--- config.mk ---
export PLATFORM = sky130hd
export DESIGN_NAME = ripple_add_sequencer
export DESIGN_NICKNAME = d
export VERILOG_FILES = /design/src/rtl/ripple_add_sequencer.sv
export SDC_FILE = /design/constraint.sdc
export NUM_CORES = 1
export LEC_CHECK = 0
export CAP_MARGIN = 20
export CORE_UTILIZATION = 51
export CTS_CLUSTER_SIZE = 8
export DETAILED_ROUTE_END_ITERATION = 16
export PLACE_DENSITY_LB_ADDON = 0.12
export SYNTH_ARGS = -nofsm -noshare
export SYNTH_HDL_FRONTEND = slang
export SYNTH_HIERARCHICAL = 1
export SYNTH_SLANG_ARGS = --single-unit
--- constraint.sdc ---
create_clock -name clk -period 3.6 [get_ports clk]
set_input_delay 0.72 -clock clk [delete_from_list [all_inputs] [get_ports clk]]
set_output_delay 0.72 -clock clk [all_outputs]
set_load 0.005 [all_outputs]
--- src/rtl/ripple_add_sequencer.sv ---
// ripple_add_sequencer: nibble-serial add/subtract over a shared 4-bit ripple adder
module ripple_adder (
    input  logic [3:0] a_i,
    input  logic [3:0] b_i,
    input  logic       cin_i,
    output logic [3:0] s_o,
    output logic       cout_o
);
    logic [4:0] c;
    // four chained full adders
    always_comb begin
        c = '0;
        s_o = '0;
        c[0] = cin_i;
        for (int i = 0; i < 4; i++) begin
            s_o[i] = a_i[i] ^ b_i[i] ^ c[i];
            c[i+1] = (a_i[i] & b_i[i]) | (c[i] & (a_i[i] ^ b_i[i]));
        end
        cout_o = c[4];
    end
endmodule

module ripple_add_sequencer #(
    parameter int NIBBLES = 4,
    parameter int W = 4 * NIBBLES
) (
    input  logic         clk,
    input  logic         rst,
    input  logic         start,
    input  logic         SUB,
    input  logic [W-1:0] A,
    input  logic [W-1:0] B,
    input  logic         Cin,
    output logic [W-1:0] S,
    output logic         Cout,
    output logic         V,
    output logic         busy,
    output logic         done
);
    localparam int IW = NIBBLES > 1 ? $clog2(NIBBLES) : 1;
    typedef enum logic [1:0] {IDLE, RUN, DONE} state_t;
    state_t state_q, state_d;
    logic [IW-1:0] idx_q, idx_d;
    logic [W-1:0] a_q, a_d, b_q, b_d, s_q, s_d;
    logic c_q, c_d, cout_q, cout_d, v_q, v_d;
    logic [3:0] add_s;
    logic add_c, last;

    ripple_adder u_add (
        .a_i   (a_q[4*idx_q +: 4]),
        .b_i   (b_q[4*idx_q +: 4]),
        .cin_i (c_q),
        .s_o   (add_s),
        .cout_o(add_c)
    );

    assign last = idx_q == IW'(NIBBLES - 1);
    assign S    = s_q;
    assign Cout = cout_q;
    assign V    = v_q;
    assign busy = state_q == RUN;
    assign done = state_q == DONE;

    // state and datapath registers; reset discards any partial result
    always_ff @(posedge clk) begin
        if (rst) begin
            state_q <= IDLE;
            idx_q   <= '0;
            a_q     <= '0;
            b_q     <= '0;
            s_q     <= '0;
            c_q     <= 1'b0;
            cout_q  <= 1'b0;
            v_q     <= 1'b0;
        end else begin
            state_q <= state_d;
            idx_q   <= idx_d;
            a_q     <= a_d;
            b_q     <= b_d;
            s_q     <= s_d;
            c_q     <= c_d;
            cout_q  <= cout_d;
            v_q     <= v_d;
        end
    end

    // one nibble per RUN cycle; start is only honoured outside RUN
    always_comb begin
        state_d = state_q;
        idx_d   = idx_q;
        a_d     = a_q;
        b_d     = b_q;
        s_d     = s_q;
        c_d     = c_q;
        cout_d  = cout_q;
        v_d     = v_q;
        if (state_q == RUN) begin
            s_d[4*idx_q +: 4] = add_s;
            c_d   = add_c;
            idx_d = idx_q + IW'(1);
            if (last) begin
                state_d = DONE;
                cout_d  = add_c;
                v_d     = (a_q[W-1] == b_q[W-1]) && (add_s[3] != a_q[W-1]);
            end
        end else if (start) begin
            state_d = RUN;
            a_d     = A;
            b_d     = SUB ? ~B : B;
            c_d     = SUB | Cin;
            idx_d   = '0;
            s_d     = '0;
            cout_d  = 1'b0;
            v_d     = 1'b0;
        end else begin
            state_d = IDLE;
        end
    end
endmodule
==> summary by stage, run 1 <==
Timing
For the pin with the worst max-slew slack, the measured transition is 913 ps. In the final timing run, aggregate negative setup slack is 0 ps. The final-report hold violation count is 0. The worst slew margin relative to its limit is 39.0%.

The clock period could shrink to 3230 ps. The setup-violating endpoint count in the final report is 0. The count of final max-slew check failures is 0.

The largest clock skew in the final design is 6.25 ps. For this run, the top clock speed supported by timing is 310 MHz. The portion of the clock cycle consumed by the worst path in the final layout is 89.6%. Setup repair after global routing left no endpoint under its margin.

Placement
The number of buffers added on ports is 56. After legalization and detailed placement, the total HPWL measured 4210 um. The final weighted congestion in routability-driven placement is 0.829.

Finish
The fraction of final layout cells sized beyond drive strength 1 is 9.88%. The number of nets in the final layout is 370. The count of inserted antenna diode cells is 0. Leaving out fill and tap cells, the most frequent cells in the layout are 56 x sky130_fd_sc_hd__clkdlybuf4s50_1, 55 x sky130_fd_sc_hd__dfxtp_1, 36 x sky130_fd_sc_hd__a21oi_1. The library cell used most frequently in the layout, excluding fill and tap cells, is sky130_fd_sc_hd__clkdlybuf4s50_1.

Relative to the synthesized area, the layout overhead comes to 24.7%.

Clocking
The H-tree was split into 2 levels. The post-CTS repair timing setup buffer count is 0. The cts-stage hold buffer count is 0.

TritonCTS built the clock tree. The master cell of the clock root buffer is sky130_fd_sc_hd__clkbuf_8. The number of gates resized after CTS was 0.

After clock tree synthesis, the clock-pin slew on the worst setup and hold paths is 90 ps. Counting every sink on the clock net gives 55. The number of CTS-inserted buffers is 5. The clock latency on the worst-skew pair is 310 ps. The number of buffers on the longest clock path is 2.

Pwr
The analysis attributes to cell leakage a power of 0.00120 uW. The sequential power share is 53.8%. Per report_power, the combinational group accounts for 19.2% of the total. Power comes to 1220 uW. Net switching is 26.9% of the power. The power density over the cells is 368 nW/um^2. The clock share of power is 27.0%. Cell internal power was estimated by the tool at 895 uW. The worst voltage drop across the vdd grid is 0.273 mV. The net switching power of the design is 330 uW.

Yosys
The synthesized design contains 55 register bits. The netlist uses 38 different library cells. The number of nets in the synthesized netlist is 322. The netlist area before placement is 2670 um^2. Summed over all instances, the cell type with the most area after synthesis is sky130_fd_sc_hd__dfxtp_1.

The area fraction of the dominant cell type after synthesis is 41.2%. The Yosys step of the flow raised 6 warnings. Synthesis handed over a netlist of 275 instances. The synthesized area divided by synthesized cell count is 9.71 um^2. Yosys attributes the largest share of cell area to sky130_fd_sc_hd__dfxtp_1 41%, sky130_fd_sc_hd__a21oi_1 6.7%, sky130_fd_sc_hd__mux4_2 6.7%. For this run, the register share of the synthesized area comes to 41.2%.

Route
The final routed DRC violation total is 0. After detailed routing, the number of vias per cell comes to 5.43. Summing over every cut layer, the via total after detailed routing is 2123. In the final routed layout, each cell accounts on average for 14.8 um. The antenna violation net count after detailed routing is 0. The detailed router finished its first iteration with 108 violations. The first-pass iteration count of the detailed router is 4. The detailed-route wire length is 5780 um.

GRT
Entering global routing, the biggest net connects 40 pins. After global routing the overflow that remains totals 0. The total routing usage reported by global routing is 22.9%. The via count of the first global-routing pass is 1981. The wire length of the first global-routing pass is 9540 um.

The initial antenna violation count is 0.

Critical path
The dominant cell type by count on the critical path is sky130_fd_sc_hd__inv_1. The endpoint identified for the worst register-to-register timing path is S[15]$_SDFFE_PP0P_. STA classifies the critical path endpoint as a register. The critical path arrival is 3460 ps. The delay of the slowest cell on the worst path is 550 ps. The startpoint of the most critical register-to-register path is idx_q[0]$_SDFFE_PP0P_. The required time reported for the critical path endpoint is 3840 ps. In this run the worst path has a maximum fanout of 4.

The launching element of the worst setup path is idx_q[0]$_SDFFE_PP0P_. The critical path in this run is classified as register to register. The worst reg-to-reg path cell count is 12.

Walking the worst path, the cells encountered are mux4_2 > fa_1 > inv_1 > fa_1 > inv_1 > fa_1 > inv_1 > fa_1 > inv_1 > nor2b_1 > inv_1 > o22ai_1. The highest-delay cell along the critical path is sky130_fd_sc_hd__mux4_2. The type of element launching the critical path is a register. In this run the register-to-register setup slack is 370 ps.

Hold path
Along the worst hold path, the cell count comes to 2. The type of the tightest min-delay check is register to register. The hold path endpoint is S[14]$_SDFFE_PP0P_. The start point of the worst min-delay path is S[14]$_SDFFE_PP0P_.

Floorplan
In this run the horizontal extent of the chip is 74.4 um. In this run the vertical extent of the chip is 74.4 um. The area enclosed by the die boundary is 5530 um^2.

For this configuration, the core starts out at a cell density of 54.7%. The core region is 4880 um^2. During I/O placement, the number of pins put on the boundary was 57. The number of placement rows is 25.

Flow run
The count of maximum capacitance violations is 0.

Status
The flow ran to the end, and the final reports show no timing, DRC or antenna violations.
[synthesized netlist by cell type, drive strengths merged]
| cell | count |
|---|---|
| dfxtp | 55 |
| a21oi | 36 |
| inv | 23 |
| nand3 | 19 |
| a211oi | 18 |
| o21ai | 16 |
| xnor2 | 16 |
| buf | 14 |
| a22o | 12 |
| clkbuf | 9 |
| mux4 | 8 |
| ha | 6 |
| nor2 | 6 |
| nand2 | 5 |
| nor2b | 5 |
| o22ai | 5 |
| fa | 4 |
| and3 | 2 |
| and4bb | 2 |
| mux2 | 2 |
| mux2i | 2 |
| nand2b | 2 |
| a31oi | 1 |
| a32o | 1 |
| and3b | 1 |
| nand3b | 1 |
| nor3b | 1 |
| nor4 | 1 |
| o311ai | 1 |
| or2 | 1 |
[metal layers]
| metal | vias up | wire length (um) | GRT usage [%] |
|---|---|---|---|
| met1 | 975 | 2710 | 32.1 |
| met3 | 9 | 273 | 4.88 |
| met4 | 0 | 110 | 7.34 |
| met5 | - | 0 | 0 |
| met2 | 70 | 2680 | 35.5 |
| li1 | 1069 | - | - |
[critical path: cells and delay by family, from the launching register on]
| kind | cells | cell delay (ps) |
|---|---|---|
| AOI/OAI and AO/OA | 1 | 150 |
| adders and majority gates | 4 | 1370 |
| buffers and inverters | 5 | 370 |
| DFF | 1 | 420 |
| muxes | 1 | 550 |
| and+or+nand+nor | 1 | 290 |
[registers in the layout, indices dropped and copies added, names as in the netlist]
| name | cells |
|---|---|
| V | 1 |
| a_q | 16 |
| b_q | 16 |
| S | 16 |
| idx_q | 2 |
| Cout | 1 |
| c_q | 1 |
| state_q | 2 |
[logic make-up after synthesis]
family,Yosys count,share of synthesized area [%]
AOI/OAI and AO/OA,90,21.0
xor gates and xnor gates,16,5.25
adders and majority gates,10,5.81
buffers and inverters,46,7.92
DFF,55,41.2
muxes,12,8.48
and+or+nand+nor,46,10.3
[layout make-up]
type / count / area [um^2]
clock inverters: 1 / 5.00
clock buffers: 7 / 76.3
fillers: 427 / 1550
repair buffers: 64 / 621
flip-flops and latches: 55 / 1100
well taps: 67 / 83.8
multi-input cells: 174 / 1360
inverters: 23 / 86.3
[how the worst max path moves through the flow]
stage               depth (start not counted)                  to  slack (ps)
finish                                     12  S[15]$_SDFFE_PP0P_         370
global route                               12  S[15]$_SDFFE_PP0P_         180
CTS                                        12  S[15]$_SDFFE_PP0P_         370
detailed placement                         12  S[15]$_SDFFE_PP0P_         400
global placement                           12  S[15]$_SDFFE_PP0P_         490
floorplan                                  13  S[15]$_SDFFE_PP0P_         300
[per-stage QoR]
stage / setup WS (ps) / cell area [um^2] / cells / hold slack (ps) / util, %
final: 374 / 3330 / 391 / 454 / 68.3
after CTS: 369 / 3330 / 391 / 460 / 68.3
after global routing: 183 / 3330 / 391 / 473 / 68.3
after global placement: 494 / 3250 / 383 / 440 / 66.6
after detailed placement: 399 / 3250 / 383 / 447 / 66.6
after floorplan: 303 / 2670 / 275 / 445 / -
[power by group through the flow]
| stage | Sequential (uW) | Clock, uW | Combinational, uW |
|---|---|---|---|
| floorplan | 666 | 0 | 159 |
| global placement | 672 | 0 | 231 |
| detailed placement | 672 | 0 | 235 |
| CTS | 658 | 335 | 236 |
| global route | 663 | 363 | 262 |
| finish | 658 | 331 | 235 |
Note: power is estimated with default switching activity, not from simulation.
==> run 2: changes to the inputs <==
--- a/config.mk
+++ b/config.mk
@@ -9,6 +9,7 @@
 export CORE_UTILIZATION = 51
 export CTS_CLUSTER_SIZE = 8
 export DETAILED_ROUTE_END_ITERATION = 16
+export GPL_TIMING_DRIVEN = 0
 export PLACE_DENSITY_LB_ADDON = 0.12
 export SYNTH_ARGS = -nofsm -noshare
 export SYNTH_HDL_FRONTEND = slang
==> summary by stage, run 2 (same netlist as run 1, synthesis figures left out) <==
Pwr
VDD sags by at most 0.191 mV. Power comes to 1330 uW. The total leakage power is 0.00126 uW. For this design the ratio of total power to cell area is 386 nW/um^2.

Critical path
The required time reported for the critical path endpoint is 3840 ps. The end of the worst register-to-register path is S[15]$_SDFFE_PP0P_. The critical path arrival is 3690 ps.

The worst register-to-register path begins at idx_q[0]$_SDFFE_PP0P_. In this run the worst path has a maximum fanout of 10. The worst reg-to-reg path cell count is 13. The type of element launching the critical path is a register.

STA classifies the critical path endpoint as a register. The critical path is of the register to register type. The internal reg-to-reg setup slack is 150 ps.

Finish
0 antenna diodes ended up in the layout. Once layout is complete, the cells apart from fillers number 405. After the last flow step, the layout net total stands at 384. With fillers left out, the area of the finished cells amounts to 3430 um^2.

The library cells used most frequently in the layout, excluding fill and tap cells, are 55 x sky130_fd_sc_hd__clkdlybuf4s50_1, 54 x sky130_fd_sc_hd__dfxtp_1, 36 x sky130_fd_sc_hd__a21oi_1. From synthesis to final layout, the design area changed by 28.6%. Summing all flip-flop and latch instances after layout gives 1100 um^2.

The layout has 399 filler cells. The multi-input logic area is 1360 um^2. The fraction of final layout cells sized beyond drive strength 1 is 13.0%. The most common cell after layout, fill and taps aside is sky130_fd_sc_hd__clkdlybuf4s50_1.

Hold path
The hold path depth is 2. The hold path endpoint is S[15]$_SDFFE_PP0P_. The start point of the worst min-delay path is S[15]$_SDFFE_PP0P_. The type of the tightest min-delay check is register to register.

Timing
The final-report hold violation count came to 0. The count of final max-slew check failures is 0. The worst path in the final design needs a cycle of 3450 ps, including I/O delays and setup.

The least setup slack across all paths after layout is 150 ps. Setup violations remaining at the end of the flow were counted as 0. The fmax is 290 MHz. For the pin with the worst max-slew slack, the measured transition is 636 ps. In the finished design, the share of the clock period the worst path needs comes to 95.8%. Setup repair after global routing left no endpoint under its margin. Between clock sinks in the finished design, the worst skew comes to 7.34 ps. The worst slew margin relative to its limit is 57.2%.

Clocking
Once the clock tree was built, the resizer swapped 3 gates to a different size. The level count of the clock H-tree is 2. At the later pin of the worst-skew pair, clock insertion delay measures 310 ps. The clock passes through at most 2 buffers. CTS saw 55 sinks. Hold repair after CTS inserted 0 buffers. The clock input transition at the sequential cells of the worst setup and hold paths is 90 ps. The number of CTS-inserted buffers is 5.

Post-CTS timing repair inserted 0 buffers for setup. The master cell of the clock root buffer is sky130_fd_sc_hd__clkbuf_8. TritonCTS built the clock tree.

Floorplan
The die covers 5530 um^2. The die span in y is 74.4 um. The die width is 74.4 um. Once the floorplan was initialized, standard cells occupied 54.7% of the core. The I/O pin count is 57.

The number of placement rows is 25. The region available for standard cell placement spans 4880 um^2.

Route
The routed layout has 2232 vias. Dividing the detail-routed wire length by the instance count gives 14.9 um. In the routed layout, each cell is associated on average with a via count of 5.51. The antenna violation net count after detailed routing is 0. The final routed DRC violation total is 0. The first-pass iteration count of the detailed router is 4. Wires add up to 6040 um. The number of design-rule violations left by the first detailed-router iteration is 113.

GRT
The total congestion overflow after global routing is 0. Global routing used 24.3% of the available tracks. The via count of the first global-routing pass is 2108. The wire length of the first global-routing pass is 9900 um. The initial antenna violation count is 0.

The maximum number of pins on one net before global-route repair is 17.

Placement
The HPWL after detailed placement is 4270 um. The post-placement worst setup slack is -194 ps. Input and output buffers added on the ports amount to 55. At the end of routability-driven placement, the weighted congestion stood at 0.783.

In this run, placement finished with an instance count of 397. The cell area reported after detailed placement is 3300 um^2.

Status
The run finished with clean final reports.

Flow run
The count of maximum capacitance violations is 0.
-- run 2: critical path, cell delays in order (launching register included) --
cell and delay [ps]:
sky130_fd_sc_hd__dfxtp_2 430, sky130_fd_sc_hd__buf_6 210, sky130_fd_sc_hd__mux4_2 560, sky130_fd_sc_hd__fa_1 420, sky130_fd_sc_hd__inv_1 80, sky130_fd_sc_hd__fa_1 170, sky130_fd_sc_hd__inv_1 60, sky130_fd_sc_hd__fa_1 350
sky130_fd_sc_hd__inv_1 70, sky130_fd_sc_hd__fa_1 410, sky130_fd_sc_hd__inv_1 120, sky130_fd_sc_hd__nor2b_2 280, sky130_fd_sc_hd__inv_1 60, sky130_fd_sc_hd__o22ai_1 160
-- run 2: worst max path at each step --
stage | startpoint | to | slack (ps) | cells past startpoint
after floorplan | idx_q[0]$_SDFFE_PP0P_ | S[15]$_SDFFE_PP0P_ | 300 | 13
after detailed placement | idx_q[0]$_SDFFE_PP0P_ | S[15]$_SDFFE_PP0P_ | -190 | 13
after CTS | idx_q[1]$_SDFFE_PP0P_ | S[15]$_SDFFE_PP0P_ | 20 | 13
after global placement | idx_q[0]$_SDFFE_PP0P_ | S[15]$_SDFFE_PP0P_ | -160 | 13
after global routing | idx_q[0]$_SDFFE_PP0P_ | S[15]$_SDFFE_PP0P_ | 6 | 13
final | idx_q[0]$_SDFFE_PP0P_ | S[15]$_SDFFE_PP0P_ | 150 | 13
-- run 2: where the power goes --
group          internal [uW]  switching (uW)  total (uW)  leakage (uW)
sequential               639            18.4         658      0.000450
combinational            125             124         248      0.000747
clock                    225             195         420     0.0000612
-- run 2: final cells by class --
class / count / share of cell area (%)
plain buffers: 23 / 3.86
clock buffers: 6 / 2.41
flip-flops and latches: 55 / 32.1
clock inverters: 2 / 1.02
multi-input cells: 174 / 39.6
inverters: 23 / 2.51
well taps: 67 / 2.44
repair buffers: 55 / 16.0
-- run 2: metrics by stage --
stage,hold WS [ps],TNS (ps),util (%)
floorplan,445,0,-
global placement,440,-469,67.7
detailed placement,446,-594,67.7
CTS,459,0,70.3
global route,484,0,70.4
finish,456,0,70.4
-- run 2: metal layers --
metal  track usage (%)  vias up  part of all wire (%)
li1                  -     1100                     -
met1              32.2     1035                    44
met3              4.61       10                   6.3
met5                 0        -                     0
met2              39.5       87                    48
met4              9.43        0                   1.6
==> run 3: changes to the inputs <==
--- a/config.mk
+++ b/config.mk
@@ -11,6 +11,7 @@
 export DETAILED_ROUTE_END_ITERATION = 16
 export GPL_TIMING_DRIVEN = 0
 export PLACE_DENSITY_LB_ADDON = 0.12
+export SLEW_MARGIN = 0
 export SYNTH_ARGS = -nofsm -noshare
 export SYNTH_HDL_FRONTEND = slang
 export SYNTH_HIERARCHICAL = 1
==> results of run 3 <==
No change in the layout: final DEF, timing and power equal those of run 2.
